[src/rtl/stack_exec.sv]
// stack_exec: stack-machine opcode sequencer; breaks each accepted opcode into
// peek/pop/push/poke micro-operations on the attached LIFO and returns one response.
module stack_exec #(
   parameter int unsigned WIDTH = 8,
   parameter int unsigned DEPTH = 256,
   localparam int unsigned IW = $clog2(DEPTH) + 1
) (
   input  logic             clk,
   input  logic             rst_n,
   input  logic             cmd_valid,
   output logic             cmd_ready,
   input  logic [3:0]       cmd_op,
   input  logic [WIDTH-1:0] cmd_arg,
   output logic             rsp_valid,
   output logic [WIDTH-1:0] rsp_data,
   output logic             rsp_err,
   output logic             stk_push_en,
   output logic             stk_pop_en,
   output logic             stk_peek_en,
   output logic             stk_poke_en,
   output logic [WIDTH-1:0] stk_data_in,
   output logic [IW-1:0]    stk_index,
   input  logic [WIDTH-1:0] stk_data_out,
   input  logic             stk_full,
   input  logic             stk_empty,
   input  logic [IW-1:0]    stk_depth
);

   localparam logic [3:0] OP_NOP  = 4'd0;
   localparam logic [3:0] OP_LIT  = 4'd1;
   localparam logic [3:0] OP_DROP = 4'd2;
   localparam logic [3:0] OP_DUP  = 4'd3;
   localparam logic [3:0] OP_SWAP = 4'd4;
   localparam logic [3:0] OP_OVER = 4'd5;
   localparam logic [3:0] OP_ADD  = 4'd6;
   localparam logic [3:0] OP_SUB  = 4'd7;
   localparam logic [3:0] OP_AND  = 4'd8;
   localparam logic [3:0] OP_OR   = 4'd9;
   localparam logic [3:0] OP_XOR  = 4'd10;
   localparam logic [3:0] OP_PEEK = 4'd11;

   typedef enum logic [3:0] {
      S_IDLE, S_RD0, S_RDN, S_RD1, S_CAPA, S_CAPB,
      S_PUSH, S_POP, S_POKE0, S_POKE1, S_RESP
   } state_t;

   state_t           state;
   logic [3:0]       op_q;
   logic [WIDTH-1:0] arg_q;
   logic [WIDTH-1:0] a_q;
   logic [WIDTH-1:0] b_q;

   logic             pre_ok;
   logic [IW-1:0]    cmd_idx;
   logic [WIDTH-1:0] alu_r;
   logic [WIDTH-1:0] push_val;
   logic             is_alu;

   assign cmd_ready = (state == S_IDLE);
   assign cmd_idx   = IW'(cmd_arg);
   assign is_alu    = (op_q >= OP_ADD) && (op_q <= OP_XOR);

   // Acceptance precheck: operand count, free space and peek range
   always_comb begin
      logic need1, need2, need_room, legal;
      need1     = 1'b0;
      need2     = 1'b0;
      need_room = 1'b0;
      legal     = 1'b1;
      case (cmd_op)
         OP_NOP, OP_PEEK: ;
         OP_LIT:  need_room = 1'b1;
         OP_DROP: need1 = 1'b1;
         OP_DUP:  begin need1 = 1'b1; need_room = 1'b1; end
         OP_OVER: begin need2 = 1'b1; need_room = 1'b1; end
         OP_SWAP, OP_ADD, OP_SUB, OP_AND, OP_OR, OP_XOR: need2 = 1'b1;
         default: legal = 1'b0;
      endcase
      pre_ok = legal
             && !(need1 && stk_empty)
             && !(need2 && (stk_depth < IW'(2)))
             && !(need_room && stk_full)
             && !((cmd_op == OP_PEEK) && (cmd_idx >= stk_depth));
   end

   // ALU result from next (B) and top (A), wrapping
   always_comb begin
      alu_r = '0;
      case (op_q)
         OP_ADD:  alu_r = b_q + a_q;
         OP_SUB:  alu_r = b_q - a_q;
         OP_AND:  alu_r = b_q & a_q;
         OP_OR:   alu_r = b_q | a_q;
         OP_XOR:  alu_r = b_q ^ a_q;
         default: alu_r = '0;
      endcase
   end

   // Value pushed: literal for LIT, top for DUP, next for OVER
   always_comb begin
      push_val = b_q;
      if (op_q == OP_LIT)      push_val = arg_q;
      else if (op_q == OP_DUP) push_val = a_q;
   end

   // Stack strobes decoded from the micro-state
   always_comb begin
      stk_push_en = 1'b0;
      stk_pop_en  = 1'b0;
      stk_peek_en = 1'b0;
      stk_poke_en = 1'b0;
      stk_data_in = '0;
      stk_index   = '0;
      case (state)
         S_RD0:   stk_peek_en = 1'b1;
         S_RDN:   begin stk_peek_en = 1'b1; stk_index = IW'(arg_q); end
         S_RD1:   begin stk_peek_en = 1'b1; stk_index = IW'(1); end
         S_PUSH:  begin stk_push_en = 1'b1; stk_data_in = push_val; end
         S_POP:   stk_pop_en = 1'b1;
         S_POKE0: begin
            stk_poke_en = 1'b1;
            stk_data_in = (op_q == OP_SWAP) ? b_q : alu_r;
         end
         S_POKE1: begin stk_poke_en = 1'b1; stk_index = IW'(1); stk_data_in = a_q; end
         default: ;
      endcase
   end

   // Sequencer FSM with registered response
   always_ff @(posedge clk) begin
      if (!rst_n) begin
         state     <= S_IDLE;
         op_q      <= '0;
         arg_q     <= '0;
         a_q       <= '0;
         b_q       <= '0;
         rsp_valid <= 1'b0;
         rsp_data  <= '0;
         rsp_err   <= 1'b0;
      end else begin
         rsp_valid <= 1'b0;
         case (state)
            S_IDLE: if (cmd_valid) begin
               op_q  <= cmd_op;
               arg_q <= cmd_arg;
               if (!pre_ok || cmd_op == OP_NOP) begin
                  state     <= S_RESP;
                  rsp_valid <= 1'b1;
                  rsp_err   <= !pre_ok;
                  rsp_data  <= '0;
               end else if (cmd_op == OP_LIT) begin
                  state <= S_PUSH;
               end else if (cmd_op == OP_PEEK) begin
                  state <= S_RDN;
               end else begin
                  state <= S_RD0;
               end
            end
            S_RD0: state <= (op_q == OP_DROP || op_q == OP_DUP) ? S_CAPA : S_RD1;
            S_RDN: state <= S_CAPA;
            S_RD1: begin
               a_q   <= stk_data_out;
               state <= S_CAPB;
            end
            S_CAPA: begin
               a_q <= stk_data_out;
               if (op_q == OP_DROP)     state <= S_POP;
               else if (op_q == OP_DUP) state <= S_PUSH;
               else begin
                  state     <= S_RESP;
                  rsp_valid <= 1'b1;
                  rsp_err   <= 1'b0;
                  rsp_data  <= stk_data_out;
               end
            end
            S_CAPB: begin
               b_q <= stk_data_out;
               if (op_q == OP_OVER)      state <= S_PUSH;
               else if (op_q == OP_SWAP) state <= S_POKE0;
               else                      state <= S_POP;
            end
            S_PUSH: begin
               state     <= S_RESP;
               rsp_valid <= 1'b1;
               rsp_err   <= 1'b0;
               rsp_data  <= push_val;
            end
            S_POP: begin
               if (is_alu) state <= S_POKE0;
               else begin
                  state     <= S_RESP;
                  rsp_valid <= 1'b1;
                  rsp_err   <= 1'b0;
                  rsp_data  <= a_q;
               end
            end
            S_POKE0: begin
               if (op_q == OP_SWAP) state <= S_POKE1;
               else begin
                  state     <= S_RESP;
                  rsp_valid <= 1'b1;
                  rsp_err   <= 1'b0;
                  rsp_data  <= alu_r;
               end
            end
            S_POKE1: begin
               state     <= S_RESP;
               rsp_valid <= 1'b1;
               rsp_err   <= 1'b0;
               rsp_data  <= b_q;
            end
            default: state <= S_IDLE;
         endcase
      end
   end

endmodule

[config.mk]
export PLATFORM = sky130hd
export DESIGN_NAME = stack_exec
export DESIGN_NICKNAME = d
export VERILOG_FILES = /design/src/rtl/stack_exec.sv
export SDC_FILE = /design/constraint.sdc
export NUM_CORES = 1
export LEC_CHECK = 0
export CORE_MARGIN = 4
export CORE_UTILIZATION = 28
export CTS_CLUSTER_SIZE = 20
export DETAILED_ROUTE_END_ITERATION = 10
export PLACE_DENSITY = 0.45
export SETUP_SLACK_MARGIN = 0.5
export SLEW_MARGIN = 5
export SYNTH_ARGS = -nofsm -noshare
export SYNTH_HDL_FRONTEND = slang
export SYNTH_SLANG_ARGS = --single-unit
[constraint.sdc]
create_clock -name clk -period 3.95 [get_ports clk]
set_input_delay 0.9875 -clock clk [delete_from_list [all_inputs] [get_ports clk]]
set_output_delay 0.9875 -clock clk [all_outputs]
set_load 0.02 [all_outputs]
==> results of run 1 <==
## layer usage
| layer | share of wire (%) | global-route usage [%] | vias up |
|---|---|---|---|
| met5 | 0 | 0 | - |
| met4 | 2.3 | 5.178 | 0 |
| met3 | 6.0 | 3.871 | 15 |
| met2 | 47 | 28.25 | 108 |
| met1 | 44 | 21.51 | 1704 |
| li1 | - | - | 1841 |
## cells in the mapped netlist, drive strengths merged, types with 9 or more instances
master / count
nand2: 56
o22ai: 10
a31oi: 9
inv: 30
ha: 32
nor2b: 24
nor2: 42
a21boi: 14
xnor2: 10
dfxtp: 42
clkbuf: 25
nand2b: 14
a21oi: 26
o21ai: 21
mux2i: 23
## critical path, cell delays in order, from the launching register on
cell	delay (ns)
dfxtp_2	0.31
and4b_2	0.34
mux2_4	0.33
fa_2	0.39
nor2b_4	0.16
nor3_4	0.05
o21bai_1	0.15
a21oi_1	0.09
xnor2_1	0.14
a21oi_1	0.15
nand2_1	0.09
buf_6	0.14
## power by group
part | internal (uW) | switching (uW) | total, uW | leakage (uW)
logic | 669 | 871 | 1540 | 0.00145
registers | 493 | 66.9 | 560 | 0.000341
clock network | 312 | 177 | 489 | 0.0000829
## through the flow
stage | total power [uW] | area [um2] | hold WS, ns | instances
2_1_floorplan | 1586 | 3684 | 0.4475 | 483
6_report | 2590 | 4836 | 0.4801 | 718
4_1_cts | 2589 | 4783 | 0.4863 | 717
5_1_grt | 2793 | 4836 | 0.4987 | 718
3_5_place_dp | 2018 | 4554 | 0.4705 | 709
3_3_place_gp | 2017 | 4554 | 0.4626 | 709
## cells by family (layout without fill, tap and decap cells)
logic type | after synthesis | in the layout | synth area share (%)
and+or+nand+nor | 177 | 177 | 24.12
AOI/OAI and AO/OA | 132 | 132 | 24.91
buffers and inverters | 63 | 126 | 7.441
DFF | 42 | 42 | 22.83
adders and majority gates | 33 | 33 | 11.42
muxes | 24 | 24 | 6.558
xor gates and xnor gates | 11 | 11 | 2.616
other | 1 | 1 | 0.1018
## sequential cells by signal, indices dropped and copies added, names as in the netlist
register   cells
arg_q          8
op_q           4
a_q            8
rsp_valid      1
state          4
b_q            8
rsp_data       8
rsp_err        1
## final cells by class
| type | instances | area [um2] | area share (%) |
|---|---|---|---|
| clock buffer | 6 | 138.9 | 2.872 |
| clock inverter | 1 | 30.03 | 0.6210 |
| inverter | 30 | 112.6 | 2.329 |
| multi-input combinational | 378 | 2670 | 55.21 |
| sequential | 42 | 842.1 | 17.41 |
| tap | 172 | 215.2 | 4.450 |
| timing repair buffer | 89 | 827.0 | 17.10 |
## placed cells by master, fill, tap and decap left out, types with 4 or more instances in the layout
| cell | count |
|---|---|
| a22oi_1 | 7 |
| dfxtp_1 | 41 |
| nand2b_1 | 14 |
| o22ai_1 | 8 |
| and3_1 | 8 |
| nand2_1 | 56 |
| a21oi_1 | 21 |
| o22a_1 | 4 |
| ha_1 | 31 |
| o21ai_0 | 18 |
| clkdlybuf4s50_1 | 56 |
| a21oi_2 | 5 |
| nor2b_1 | 23 |
| a21boi_0 | 13 |
| a31oi_1 | 8 |
| clkbuf_16 | 5 |
| nand3_1 | 4 |
| xnor2_1 | 10 |
| buf_6 | 6 |
| mux2i_1 | 23 |
| buf_4 | 24 |
| inv_1 | 30 |
| a222oi_1 | 7 |
| a22o_1 | 8 |
| nor2_1 | 39 |
| a211oi_1 | 5 |
## final timing paths
| kind | from | end | slack (ns) | cells after the start |
|---|---|---|---|---|
| hold / removal | rsp_data[3] | rsp_data[3] | 0.48 | 1 |
| hold reg to reg | rsp_data[3] | rsp_data[3] | 0.48 | 1 |
| setup reg to reg | op_q[1] | rsp_data[0] | 1.35 | 8 |
| setup / recovery | op_q[3] | stk_data_in[6] | 0.33 | 11 |
## what timing repair did
action,in CTS,in global routing
gates cloned,0,0
endpoints found under the hold margin,0,0
resized for setup,53,11
pin swaps,15,16
setup buffers,1,1
endpoints found under the setup margin,8,7
==> summary.md, run 1 <==
| Metric | Value |
|---|---|
| Die Area | `around 15000 um2` |
| Cell row count | `41` |
| Max Clock Skew | `between 0.008 and 0.009 ns` |
| Fin crit share | `91.52%` |
| Global placer's final weighted congestion | `0.8537` |
| Final core utilization | `a little under two fifths` |
| GRT Util Overall | `approximately 17%` |
| Final net count | `about 610` |
| Slew of the pin with the lowest slew margin | `1.139 ns` |
| Num ports | `66` |
| Hold Vio Cnt, Final | `0` |
| Iter 0 DRT Violations | `286` |
| Die height | `between 100 and 150 um` |
| Worst-path clk slew | `0.06 ns` |
| Worst vdd ir | `approximately 180 uV` |
| Status | `complete, no violations` |
| TNS Setup | `0 ns` |
| Hold/Removal Path Class | `flip-flop to flip-flop` |
| Minimum clock period | `~3.6 ns` |
| Share of cells above drive strength 1 | `12.64%` |
| Filler cells | `between 1000 and 1500` |
| Via count | `roughly 3700` |
| Slew Viols, Final | `0` |
| Placement Setup Slack | `0.1072 ns` |
| Synth area leader | `dfxtp_1` |
| Number of port buffers | `64` |
| CP required | `~3 ns` |
| Final worst slack | `0.3349 ns` |
| WP data arrival | `approximately 2.6 ns` |
| Primary FF master, synth | `dfxtp_1` |
| Avg WL per Cell | `between 15 and 20 um` |
| Starting Density | `around 29%` |
| RSZ-0062 raised after global routing | `yes` |
| Drt drc | `0` |
| CP startpoint kind | `flip-flop` |
| Critical Path End Type | `output port` |
| Syn_area_per_cell | `approximately 7.6 um2` |
| Via count of the first global-routing pass | `approximately 3800` |
| Hpwl dp | `about 9400 um` |
| Syn Inst Count | `483` |
| Synth area leaders | `dfxtp_1 (23%), ha_1 (11%), mux2i_1 (6.3%), nand2_1 (5.7%), nor2_1 (4.2%)` |
| Area fraction of the dominant cell type after synthesis | `22.83%` |
| F_max | `~280 MHz` |
| Post-synth EDFFs | `0` |
| TritonCTS Buffers | `5` |
| Antenna viol nets, final | `0` |
| Clock Sinks | `42` |
| Largest net degree at the start of global routing | `32` |
| Post-synthesis sequential area ratio | `22.83%` |
| Antenna violations before repair | `0` |
| FFs w/ async S/R, synth | `0%` |
| CTS tree | `yes` |
| Total grt overflow | `0` |
| Worst skew pair latency | `0.29 ns` |
| Max-cap violations | `0` |
| Seq cells post-synth | `42` |
| Worst-path fanout max | `3` |
| Netlist Area Pre-Place | `about 3700 um2` |
| First-pass GRT wire length | `around 20000 um` |
| H-tree depth | `2` |
| Synth Warn # | `0` |
| Via density | `around 5.1` |
| Clock root buffer | `clkbuf_16` |
| N_diodes | `0` |
| Count of final setup violators | `0` |
| Syn nets | `550` |
| P_leak | `0.001874 uW` |
| Synth unique cells | `63` |
| Worst rel slew slack | `approximately a quarter` |
| Horiz. Die Dim | `between 100 and 150 um` |
| WL final | `approximately 12000 um` |
| Detailed Routing Iterations Pass 1 | `4` |
| Deepest clock path buffer count | `2` |
| Critical path class | `flip-flop to output port` |
| CTS Hold Bufs | `0` |
| Total core area | `~13000 um2` |
| Pwr Density | `535.6 nW/um2` |
| P&R area growth vs syn | `31.33%` |
Note: power is estimated with default switching activity, not from simulation.
==> run 2, diff against run 1 <==
--- a/config.mk
+++ b/config.mk
@@ -5,6 +5,7 @@
 export SDC_FILE = /design/constraint.sdc
 export NUM_CORES = 1
 export LEC_CHECK = 0
+export CORE_ASPECT_RATIO = 1.4
 export CORE_MARGIN = 4
 export CORE_UTILIZATION = 28
 export CTS_CLUSTER_SIZE = 20
==> summary.md, run 2 (synthesis results as in run 1) <==
| Metric | Value |
|---|---|
| Status | `complete, no violations` |
| Avg WL per Cell | `18.35 um` |
| Antenna viol nets, final | `0` |
| TritonCTS Buffers | `5` |
| CTS tree | `yes` |
| Clock root buffer | `clkbuf_16` |
| CP startpoint kind | `flip-flop` |
| Largest net degree at the start of global routing | `32` |
| Clock Sinks | `42` |
| Count of final setup violators | `0` |
| First-pass GRT wire length | `between 20000 and 25000 um` |
| Num ports | `66` |
| Die height | `between 100 and 150 um` |
| P_leak | `slightly below 0.002 uW` |
| Minimum clock period | `~3.6 ns` |
| Final net count | `between 600 and 700` |
| Slew Viols, Final | `0` |
| Hold Vio Cnt, Final | `0` |
| Horiz. Die Dim | `about 100 um` |
| Antenna violations before repair | `0` |
| Fin crit share | `between 90 and 100%` |
| Die Area | `between 15000 and 20000 um2` |
| Critical path class | `flip-flop to output port` |
| Deepest clock path buffer count | `2` |
| Detailed Routing Iterations Pass 1 | `6` |
| FF/Latch Area | `about 840 um2` |
| Number of port buffers | `between 60 and 70` |
| P&R area growth vs syn | `35.41%` |
| F_max | `274.2 MHz` |
| CP required | `slightly below 3 ns` |
| CTS Hold Bufs | `0` |
| Total core area | `around 13000 um2` |
| Cell row count | `49` |
| Max-cap violations | `0` |
| Worst-path fanout max | `5` |
| WP data arrival | `2.66 ns` |
| Drt drc | `0` |
| Final core utilization | `between 30% and 40%` |
| RSZ-0062 raised after global routing | `yes` |
| GRT Util Overall | `about 17%` |
| H-tree depth | `2` |
| Worst-path clk slew | `0.06 ns` |
| Iter 0 DRT Violations | `269` |
| Via count of the first global-routing pass | `around 3800` |
| Worst skew pair latency | `0.29 ns` |
| Total grt overflow | `0` |
| Global placer's final weighted congestion | `0.9052` |
| Worst vdd ir | `roughly 220 uV` |
| N_diodes | `0` |
| Hpwl dp | `between 10000 and 15000 um` |
| Critical Path End Type | `output port` |
| Most frequent cells in the layout | `clkdlybuf4s50_1 (56), nand2_1 (55), nor2_1 (39), dfxtp_1 (39), buf_4 (37)` |
| Worst rel slew slack | `44.78%` |
| Pwr Density | `between 500 and 600 nW/um2` |
| Area of the multi-input gates | `between 2000 and 3000 um2` |
| Filler cells | `approximately 1400` |
| TNS Setup | `0 ns` |
| Share of cells above drive strength 1 | `between 10% and 20%` |
| Via count | `3810` |
| Most common cell after layout, fill and taps aside | `clkdlybuf4s50_1` |
| Max Clock Skew | `about 0.006 ns` |
| Starting Density | `between 20 and 30%` |
| Hold/Removal Path Class | `flip-flop to flip-flop` |
| Via density | `approximately 5.3` |
| WL final | `13080 um` |
| Slew of the pin with the lowest slew margin | `slightly above 0.8 ns` |
| Reg2Reg Setup Slack | `0.86 ns` |
[run 2: final cells by class]
type,instances,share of cell area (%)
timing repair buffer,102,18.80
sequential,42,16.94
clock buffer,6,2.585
multi-input combinational,378,54.83
inverter,30,2.258
tap,153,3.839
clock inverter,2,0.7528
[run 2: metal layers]
layer	global-route usage, %	wire (um)
met5	0	0
met4	6.704	504
met3	2.921	617
met2	33.11	6818
met1	19.24	5139
[run 2: path summary, 6_finish.rpt]
path / startpoint / to / cells after the start
setup reg to reg: op_q[3] / rsp_data[3] / 19
setup / recovery: op_q[3] / stk_data_in[5] / 12
hold / removal: rsp_data[2] / rsp_data[2] / 1
hold reg to reg: rsp_data[2] / rsp_data[2] / 1
[run 2: report_power, final]
part / switching (uW) / internal, uW
logic: 916 / 738
clock network: 185 / 299
registers: 90.3 / 494
total: 1190 / 1530
[run 2: worst max-delay path: stages (launching register included)]
cell	delay (ns)
dfxtp_2	0.32
and4b_2	0.36
buf_6	0.13
a21oi_2	0.03
xnor2_1	0.13
ha_1	0.31
o211ai_1	0.11
a21oi_2	0.18
nor2_1	0.08
xnor2_1	0.15
a221oi_2	0.32
nand2_1	0.10
buf_6	0.14
[run 2: stage by stage]
step                power (uW)  cells  hold WS (ns)  instance area, um2  setup slack [ns]
global placement          2027    691        0.4619                4533            0.1001
global route              2918    713        0.4966                4986            0.1548
detailed placement        2030    691        0.4638                4533           0.04275
CTS                       2675    712        0.4830                4870            0.3171
finish                    2722    713        0.4809                4986            0.3029
floorplan                 1586    483        0.4475                3684            0.5326
[run 2: timing repair]
action / 4_1_cts / 5_1_grt
endpoints found under the setup margin: 8 / 8
pin swaps: 18 / 13
buffers inserted: 13 / 1
gates resized for setup: 60 / 23
==> run 3, diff against run 2 <==
--- a/config.mk
+++ b/config.mk
@@ -10,7 +10,8 @@
 export CORE_UTILIZATION = 28
 export CTS_CLUSTER_SIZE = 20
 export DETAILED_ROUTE_END_ITERATION = 10
-export PLACE_DENSITY = 0.45
+export DONT_BUFFER_PORTS = 1
+export PLACE_DENSITY = 0.4
 export SETUP_SLACK_MARGIN = 0.5
 export SLEW_MARGIN = 5
 export SYNTH_ARGS = -nofsm -noshare
==> constraint.sdc (replaced) <==
create_clock -name clk -period 2.9 [get_ports clk]
set_input_delay 0.725 -clock clk [delete_from_list [all_inputs] [get_ports clk]]
set_output_delay 0.725 -clock clk [all_outputs]
set_load 0.02 [all_outputs]
==> summary.md, run 3 (synthesis results as in run 1) <==
| Metric | Value |
|---|---|
| Final worst slack | `-0.4435 ns` |
| Clock root buffer | `clkbuf_16` |
| Horiz. Die Dim | `between 100 and 150 um` |
| Most common cell after layout, fill and taps aside | `buf_4` |
| Comb power frac | `between 60 and 70%` |
| Fin crit share | `115.3%` |
| Global placer's final weighted congestion | `between 0.8 and 0.9` |
| Worst hold slack | `~0.48 ns` |
| Hold/Removal Path Class | `flip-flop to flip-flop` |
| GRT Util Overall | `between 10% and 20%` |
| Minimum clock period | `3.344 ns` |
| Clock Sinks | `between 40 and 50` |
| Iter 0 DRT Violations | `between 200 and 250` |
| Via count of the first global-routing pass | `roughly 3800` |
| Die height | `roughly 140 um` |
| CTS tree | `yes` |
| CP required | `2.17 ns` |
| Final net count | `597` |
| Critical Path End Type | `output port` |
| WL final | `about 13000 um` |
| P&R area growth vs syn | `27.01%` |
| Status | `finished with violations` |
| RSZ-0062 raised after global routing | `yes` |
| Filler cells | `1409` |
| Via density | `5.364` |
| Hold Vio Cnt, Final | `0` |
| P_leak | `around 0.0019 uW` |
| Seq pwr share | `20.5%` |
| Worst skew pair latency | `a little under 0.3 ns` |
| Critical path class | `flip-flop to output port` |
| Most frequent cells in the layout | `buf_4 (64), nand2_1 (49), dfxtp_1 (39)` |
| Hpwl dp | `10280 um` |
| Count of final setup violators | `7` |
| Worst-path fanout max | `6` |
| Cell internal pwr | `about 2100 uW` |
| Slew of the pin with the lowest slew margin | `between 0.5 and 0.6 ns` |
| CP startpoint kind | `flip-flop` |
| Total core area | `~13000 um2` |
| Share of cells above drive strength 1 | `24.29%` |
| Deepest clock path buffer count | `2` |
| TritonCTS Buffers | `5` |
| Detailed Routing Iterations Pass 1 | `5` |
| Sw Ratio | `42.83%` |
| N_diodes | `0` |
| Clk pwr share | `17.7%` |
| Antenna viol nets, final | `0` |
| Avg WL per Cell | `approximately 19 um` |
| Antenna violations before repair | `0` |
| Drt drc | `0` |
| Max-cap violations | `0` |
| Starting Density | `28.60%` |
| Number of port buffers | `0` |
| Pwr Density | `798.4 nW/um2` |
| Num ports | `66` |
| WP data arrival | `between 2 and 3 ns` |
| Max Clock Skew | `0.004335 ns` |
| Via count | `roughly 3700` |
| Switching pwr | `roughly 1600 uW` |
| Worst vdd ir | `approximately 330 uV` |
| Total grt overflow | `0` |
| Die Area | `between 15000 and 20000 um2` |
| Worst rel slew slack | `between 60% and 70%` |
| F_max | `around 300 MHz` |
| Cell row count | `49` |
| Worst-path clk slew | `roughly 0.060 ns` |
| Failing checks | `negative setup slack` |
| H-tree depth | `2` |
| Largest net degree at the start of global routing | `33` |
| Placement Setup Slack | `-0.1847 ns` |
| Slew Viols, Final | `0` |
| First-pass GRT wire length | `between 20000 and 25000 um` |
-- run 3: cell count changes in the layout (fill, tap and decap cells not counted), sizes merged --
cell	delta
buf	+27
clkdlybuf4s50	-56
clkbuf	+1
dlygate4sd2	-1
-- run 3: power by group through the flow --
stage | Sequential, uW | Combinational (uW) | Clock (uW)
after CTS | 766 | 2130 | 688
after global routing | 781 | 2570 | 705
final | 766 | 2310 | 662
after global placement | 777 | 2020 | 0
after detailed placement | 778 | 2020 | 0
after floorplan | 752 | 1460 | 0
-- run 3: final timing paths --
| kind | cells after the start | startpoint | endpoint | slack, ns |
|---|---|---|---|---|
| worst max-delay path | 10 | op_q[3] | stk_data_in[6] | -0.44 |
| worst min-delay path | 2 | arg_q[7] | arg_q[7] | 0.48 |
| worst max register to register | 11 | op_q[3] | rsp_data[6] | 0.11 |
| worst min register to register | 2 | arg_q[7] | arg_q[7] | 0.48 |
-- run 3: critical path: stages, from the launching register on --
cell and delay (ns):
dfxtp_2 0.32, and4b_2 0.38, mux2_4 0.34, fa_2 0.38
nor2b_4 0.15, nor3_2 0.05, o21bai_1 0.14, a21oi_1 0.09
xnor2_1 0.14, a21oi_1 0.20, nand2_2 0.13
-- run 3: what timing repair did --
| action | CTS | global route |
|---|---|---|
| resized for setup | 24 | 24 |
| setup buffers | 4 | 9 |
| hold buffers | 0 | 0 |
| setup endpoints to repair | 24 | 16 |
| cloned | 0 | 1 |
| pin swaps | 11 | 18 |
-- run 3: final cells by class --
class	instances	area [um2]	area share [%]
multi-input combinational	378	2755	58.91
sequential	42	847.1	18.11
timing repair buffer	73	604.3	12.92
tap	153	191.4	4.093
clock buffer	6	128.9	2.755
inverter	30	112.6	2.408
clock inverter	2	37.54	0.8026
-- run 3: through the flow --
step / total power [uW] / utilization, % / TNS [ns] / instance area [um2] / instances
after floorplan: 2212 / - / -0.1265 / 3742 / 483
after global placement: 2795 / 32.63 / -0.5550 / 4202 / 662
after global routing: 4052 / 36.33 / -3.464 / 4677 / 684
after detailed placement: 2803 / 32.63 / -0.7998 / 4202 / 662
final: 3734 / 36.33 / -2.602 / 4677 / 684
after CTS: 3586 / 34.86 / -2.506 / 4488 / 674
-- run 3: routing by layer --
layer	global-route usage, %	vias to the layer above	routed length, um
met5	0	-	0
met4	9.606	0	645
met3	2.876	30	505
met2	32.97	86	6909
met1	17.90	1737	5002
li1	-	1816	-
